`config.mk`:
```
export PLATFORM = sky130hd
export DESIGN_NAME = dlatch_wr_ctrl_flat
export DESIGN_NICKNAME = d
export VERILOG_FILES = /design/src/rtl/dlatch_wr_ctrl_if.sv /design/src/rtl/dlatch_wr_ctrl.sv /design/src/flat_wrapper.sv
export SDC_FILE = /design/constraint.sdc
export NUM_CORES = 1
export LEC_CHECK = 0
export CAP_MARGIN = 20
export CELL_PAD_IN_SITES_DETAIL_PLACEMENT = 2
export CELL_PAD_IN_SITES_GLOBAL_PLACEMENT = 2
export CORE_MARGIN = 2
export CORE_UTILIZATION = 31
export DETAILED_ROUTE_END_ITERATION = 12
export PLACE_DENSITY = 0.81
export SYNTH_ARGS = -nofsm -noshare
export SYNTH_HDL_FRONTEND = slang
export SYNTH_SLANG_ARGS = --single-unit
```
`constraint.sdc`:
```
create_clock -name clk -period 3.15 [get_ports clk]
set_clock_uncertainty 0.15 [all_clocks]
set_input_delay 0.63 -clock clk [delete_from_list [all_inputs] [get_ports clk]]
set_output_delay 0.63 -clock clk [all_outputs]
set_load 0.02 [all_outputs]
```
`src/rtl/dlatch_wr_ctrl_if.sv`:
```
// Write-side handshake bundle for dlatch_wr_ctrl: a data word offered with
// valid and accepted with ready.
interface dlatch_wr_ctrl_if #(
    parameter int unsigned WIDTH = 8
);
    logic [WIDTH-1:0] in_data;
    logic             in_valid;
    logic             in_ready;

    modport master (output in_data, output in_valid, input in_ready);
    modport slave  (input in_data, input in_valid, output in_ready);
endinterface

```
`src/rtl/dlatch_wr_ctrl.sv`:
```
// D-latch bank write controller: drives D and a timed En pulse with setup/hold margins.
// Optional readback compare of the latch Q output is enabled by DLATCH_WR_CTRL_READBACK_EN.
module dlatch_wr_ctrl #(
    parameter int unsigned WIDTH = 8,
    parameter int unsigned SETUP = 2,
    parameter int unsigned PULSE = 3,
    parameter int unsigned HOLD  = 1
) (
    input  logic                  clk,
    input  logic                  rst_n,
    dlatch_wr_ctrl_if.slave       bus,
    output logic [WIDTH-1:0]      d,
    output logic                  en,
    output logic                  busy,
    output logic                  done,
    input  logic [WIDTH-1:0]      q_in,
    output logic                  err
);

    localparam int unsigned CNT_W = 8;

    typedef enum logic [1:0] {
        ST_IDLE  = 2'd0,
        ST_SETUP = 2'd1,
        ST_PULSE = 2'd2,
        ST_HOLD  = 2'd3
    } state_t;

    state_t             state, state_nx;
    logic [CNT_W-1:0]   cnt, cnt_nx;
    logic [WIDTH-1:0]   d_nx;
    logic               en_nx;
    logic               done_nx;
    logic               err_nx;

    // State register and registered outputs; en resets asynchronously so an abort drops it at once
    always_ff @(posedge clk or negedge rst_n) begin
        if (!rst_n) begin
            state <= ST_IDLE;
            cnt   <= '0;
            d     <= '0;
            en    <= 1'b0;
            done  <= 1'b0;
            err   <= 1'b0;
        end else begin
            state <= state_nx;
            cnt   <= cnt_nx;
            d     <= d_nx;
            en    <= en_nx;
            done  <= done_nx;
            err   <= err_nx;
        end
    end

    // Next-state and next-output logic; one shared down-counter times every phase
    always_comb begin
        state_nx = state;
        cnt_nx   = cnt;
        d_nx     = d;
        en_nx    = en;
        done_nx  = 1'b0;
        err_nx   = 1'b0;
        unique case (state)
            ST_IDLE: begin
                if (bus.in_valid) begin
                    state_nx = ST_SETUP;
                    d_nx     = bus.in_data;
                    cnt_nx   = CNT_W'(SETUP - 1);
                    en_nx    = 1'b0;
                end
            end
            ST_SETUP: begin
                if (cnt == '0) begin
                    state_nx = ST_PULSE;
                    en_nx    = 1'b1;
                    cnt_nx   = CNT_W'(PULSE - 1);
                end else begin
                    cnt_nx   = cnt - CNT_W'(1);
                end
            end
            ST_PULSE: begin
                if (cnt == '0) begin
                    state_nx = ST_HOLD;
                    en_nx    = 1'b0;
                    cnt_nx   = CNT_W'(HOLD - 1);
                end else begin
                    cnt_nx   = cnt - CNT_W'(1);
                end
            end
            ST_HOLD: begin
                if (cnt == '0) begin
                    state_nx = ST_IDLE;
                    done_nx  = 1'b1;
`ifdef DLATCH_WR_CTRL_READBACK_EN
                    err_nx   = (q_in != d);
`endif
                end else begin
                    cnt_nx   = cnt - CNT_W'(1);
                end
            end
            default: begin
                state_nx = ST_IDLE;
                en_nx    = 1'b0;
            end
        endcase
    end

`ifndef DLATCH_WR_CTRL_READBACK_EN
    // Readback input has no load in this build
    logic unused_q_in;
    assign unused_q_in = ^q_in;
`endif

    assign bus.in_ready = (state == ST_IDLE);
    assign busy         = (state != ST_IDLE);

endmodule

```
`src/flat_wrapper.sv`:
```
// flat-port wrapper written by rule: the top's interface ports become plain ports
module dlatch_wr_ctrl_flat 
#(
    parameter int unsigned WIDTH = 8,
    parameter int unsigned SETUP = 2,
    parameter int unsigned PULSE = 3,
    parameter int unsigned HOLD  = 1
)
  (clk, rst_n, d, en, busy, done, q_in, err, bus_in_data, bus_in_valid, bus_in_ready);
  dlatch_wr_ctrl_if #(.WIDTH(WIDTH)) bus_i ();
  input  logic clk;
  input  logic rst_n;
  output logic [WIDTH-1:0] d;
  output logic en;
  output logic busy;
  output logic done;
  input  logic [WIDTH-1:0] q_in;
  output logic err;
  input wire logic [$bits(bus_i.in_data)-1:0] bus_in_data;
  input wire logic [$bits(bus_i.in_valid)-1:0] bus_in_valid;
  output wire logic [$bits(bus_i.in_ready)-1:0] bus_in_ready;
  assign bus_i.in_data = bus_in_data;
  assign bus_i.in_valid = bus_in_valid;
  assign bus_in_ready = bus_i.in_ready;
  dlatch_wr_ctrl #(.WIDTH(WIDTH), .SETUP(SETUP), .PULSE(PULSE), .HOLD(HOLD)) u_core (.clk(clk), .rst_n(rst_n), .bus(bus_i), .d(d), .en(en), .busy(busy), .done(done), .q_in(q_in), .err(err));
endmodule
```
==> metrics <==
time the worst path needs with I/O delays and setup=2770 ps; number of unique standard cell types used by synthesis=36; combined area of the multi-input logic cells=542 um^2; detailed placer's ending HPWL=2190 um; final setup TNS=0 ps; status=finished clean; Post-Route Hold Slack=373 ps; core area=about 0.0033 mm^2; count of final hold-check violations=0; portion of the post-synthesis area used by sequential elements=46.2%; Die X-Extent=63.1 um; die extent in y=about 63 um; number of diodes added for antenna fixing=0; capturing element type of the critical path=primary output; post-DR wirelength/cell=approximately 17 um; clock slew at reported path FFs=100 ps; total gr overflow=0; cell area after placement=0.00135 mm^2; aggregate global-route resource usage=16.4%; TritonCTS clock tree=built; max-slew violation count=0; Mapped Area=0.00108 mm^2; Design Area, Final=0.00137 mm^2; clock tree root buffer cell=clkbuf_4; starting utilization of the core area=32.4%; Worst Hold End=u_core.en; cell chain of the critical path=inv_1, ha_1, clkdlybuf4s50_1; DR iter-0 viols=31; post-layout instance count excluding filler cells=168; final period utilization=approximately nine tenths; average instance area after synthesis=10.9 um^2; MaxCap Viol Count=0; FMAX=~0.36 GHz; proportion of register bits with asynchronous set or reset after synthesis=100%; Synth Register Bits=20; wire length of the first global-routing pass=5040 um; final weighted congestion in routability-driven placement=0.777; Synth Net Count=about 130; unrepaired setup endpoints after global routing=false; delay contributed by the slowest stage of the critical path=between 700 and 800 ps; filler cell count=372; boundary pin count=32; H-tree levels=1; Cells on Worst Hold Path=2; Rows=21; maximum root-to-sink buffer count=2; final setup vio count=0; total number of yosys warnings=0; cts bufs inserted=3; Clock Sink Count=20; arrival time reported for the critical path endpoint=1990 ps; total vias in the final route=843; worst hold path startpoint=u_core.en; Lkg Pwr=around 0.58 nW; ratio of cells with drive above 1 in the final layout=17.2%; EDFF count, synth=0; startpoint of the most critical register-to-register path=u_core.state[0]; Slowest cell on crit path=clkdlybuf4s50_1; peak ir drop on the vdd network=446 uV; drc violations=0; area used by sequential logic in the layout=500 um^2; Setup crit start kind=register; area enclosed by the die boundary=0.00398 mm^2; Least-Margin Pin Slew=853 ps; number of buffers added to fix hold violations after cts=0; number of input and output port buffers inserted=22; Hold Path Class=register to register; aggregate routed wire length=2910 um; maximum fanout along the worst path=12; number of antenna violations at the first check in global routing=0; cts repair resizes=0; ys flop type=dfrtp_1; worst reg2reg path depth=6; vias in the first global route=970; number of detailed-route iterations in the first pass=4; Antenna Violating Nets Remaining=0; layout net count=150; reg-to-reg slack, setup=950 ps; path type of the worst setup path=register to primary output; reg2reg end=u_core.cnt[7]; required time of the critical path=2370 ps; vias per std cell=approximately 5.0; area growth from synthesis to layout=26.8%; number of setup buffers added after CTS=0; Pwr Density=1150 mW/mm^2; max_slew headroom=42.6%; overall power of the completed layout=1.58 mW; clk_lat worst skew=~300 ps; largest net degree at the start of global routing=21; dpl cells=about 170; instance count of the mapped netlist=just under 100
kinds of logic (layout without fill, tap and decap cells):
family	count (synthesis)	in the layout	synth area share, %
xor+xnor	1	1	0.809
buf+inv	9	32	3.70
mux	9	9	9.36
compound gates	22	22	15.8
other cells	1	1	0.346
fa+ha+maj	7	7	8.09
simple gates	30	30	15.6
flops	20	20	46.2
Yosys cell counts, drive strengths merged, types with 3 or more instances:
cell type  instances  area [um^2]
dfrtp             20          500
nand3              3         15.0
nand2              9         36.3
ha                 7         87.6
o21ai              7         38.8
nor3               4         25.0
mux2               9          101
inv                6         22.5
nor2               7         26.3
buf                3         17.5
a31oi              4         25.0
worst max-delay path by stage:
stage	slack (ps)	from	end
6_report	380	u_core.state[1]	bus_in_ready
4_1_cts	350	u_core.state[0]	bus_in_ready
3_3_place_gp	750	u_core.state[0]	bus_in_ready
2_1_floorplan	1230	u_core.state[0]	u_core.state[1]
5_1_grt	240	u_core.state[0]	bus_in_ready
3_5_place_dp	700	u_core.state[0]	bus_in_ready
flip-flops by register name, indices dropped and copies added, names as in the netlist:
name          count
u_core.state      2
u_core.en         1
u_core.done       1
u_core.cnt        8
u_core.d          8
final cells by class:
type,count,share of cell area [%]
Inverter,6,1.64
Clock buffer,3,1.64
Sequential cell,20,36.5
Multi-Input combinational cell,70,39.5
Tap cell,46,4.19
Timing Repair Buffer,23,16.6
routing by layer:
layer | up-vias | global-route usage [%] | wire (um)
li1 | 398 | - | -
met2 | 10 | 28.5 | 1540
met1 | 433 | 20.1 | 1260
met5 | - | 0 | 0
met4 | 0 | 3.33 | 23
met3 | 2 | 4.64 | 84
worst max-delay path: cells and delay by family (launching register included):
family / cells / cell delay (ps)
flip-flops: 1 / 440
adder cells (fa/ha/maj): 1 / 450
buffers and inverters: 2 / 810
report_power, final:
group | switching [mW] | internal, mW
combinational | 0.527 | 0.447
sequential | 0.110 | 0.376
clock | 0.0760 | 0.0446
total | 0.713 | 0.867
placed cells by master, fill, tap and decap left out, drive strengths merged, types with 3 or more instances in the layout:
cell type	instances
clkdlybuf4s50	22
dfrtp	20
nand2	9
mux2	9
nor2	7
ha	7
o21ai	7
inv	6
a31oi	4
nor3	4
nand3	3
clkbuf	3
per-stage QoR:
| stage | setup slack (ps) | utilization [%] |
|---|---|---|
| floorplan | 1230 | - |
| global placement | 748 | 40.5 |
| detailed placement | 701 | 40.5 |
| CTS | 348 | 41.1 |
| global route | 240 | 41.1 |
| finish | 375 | 41.1 |
(Power assumes the default switching activity.)
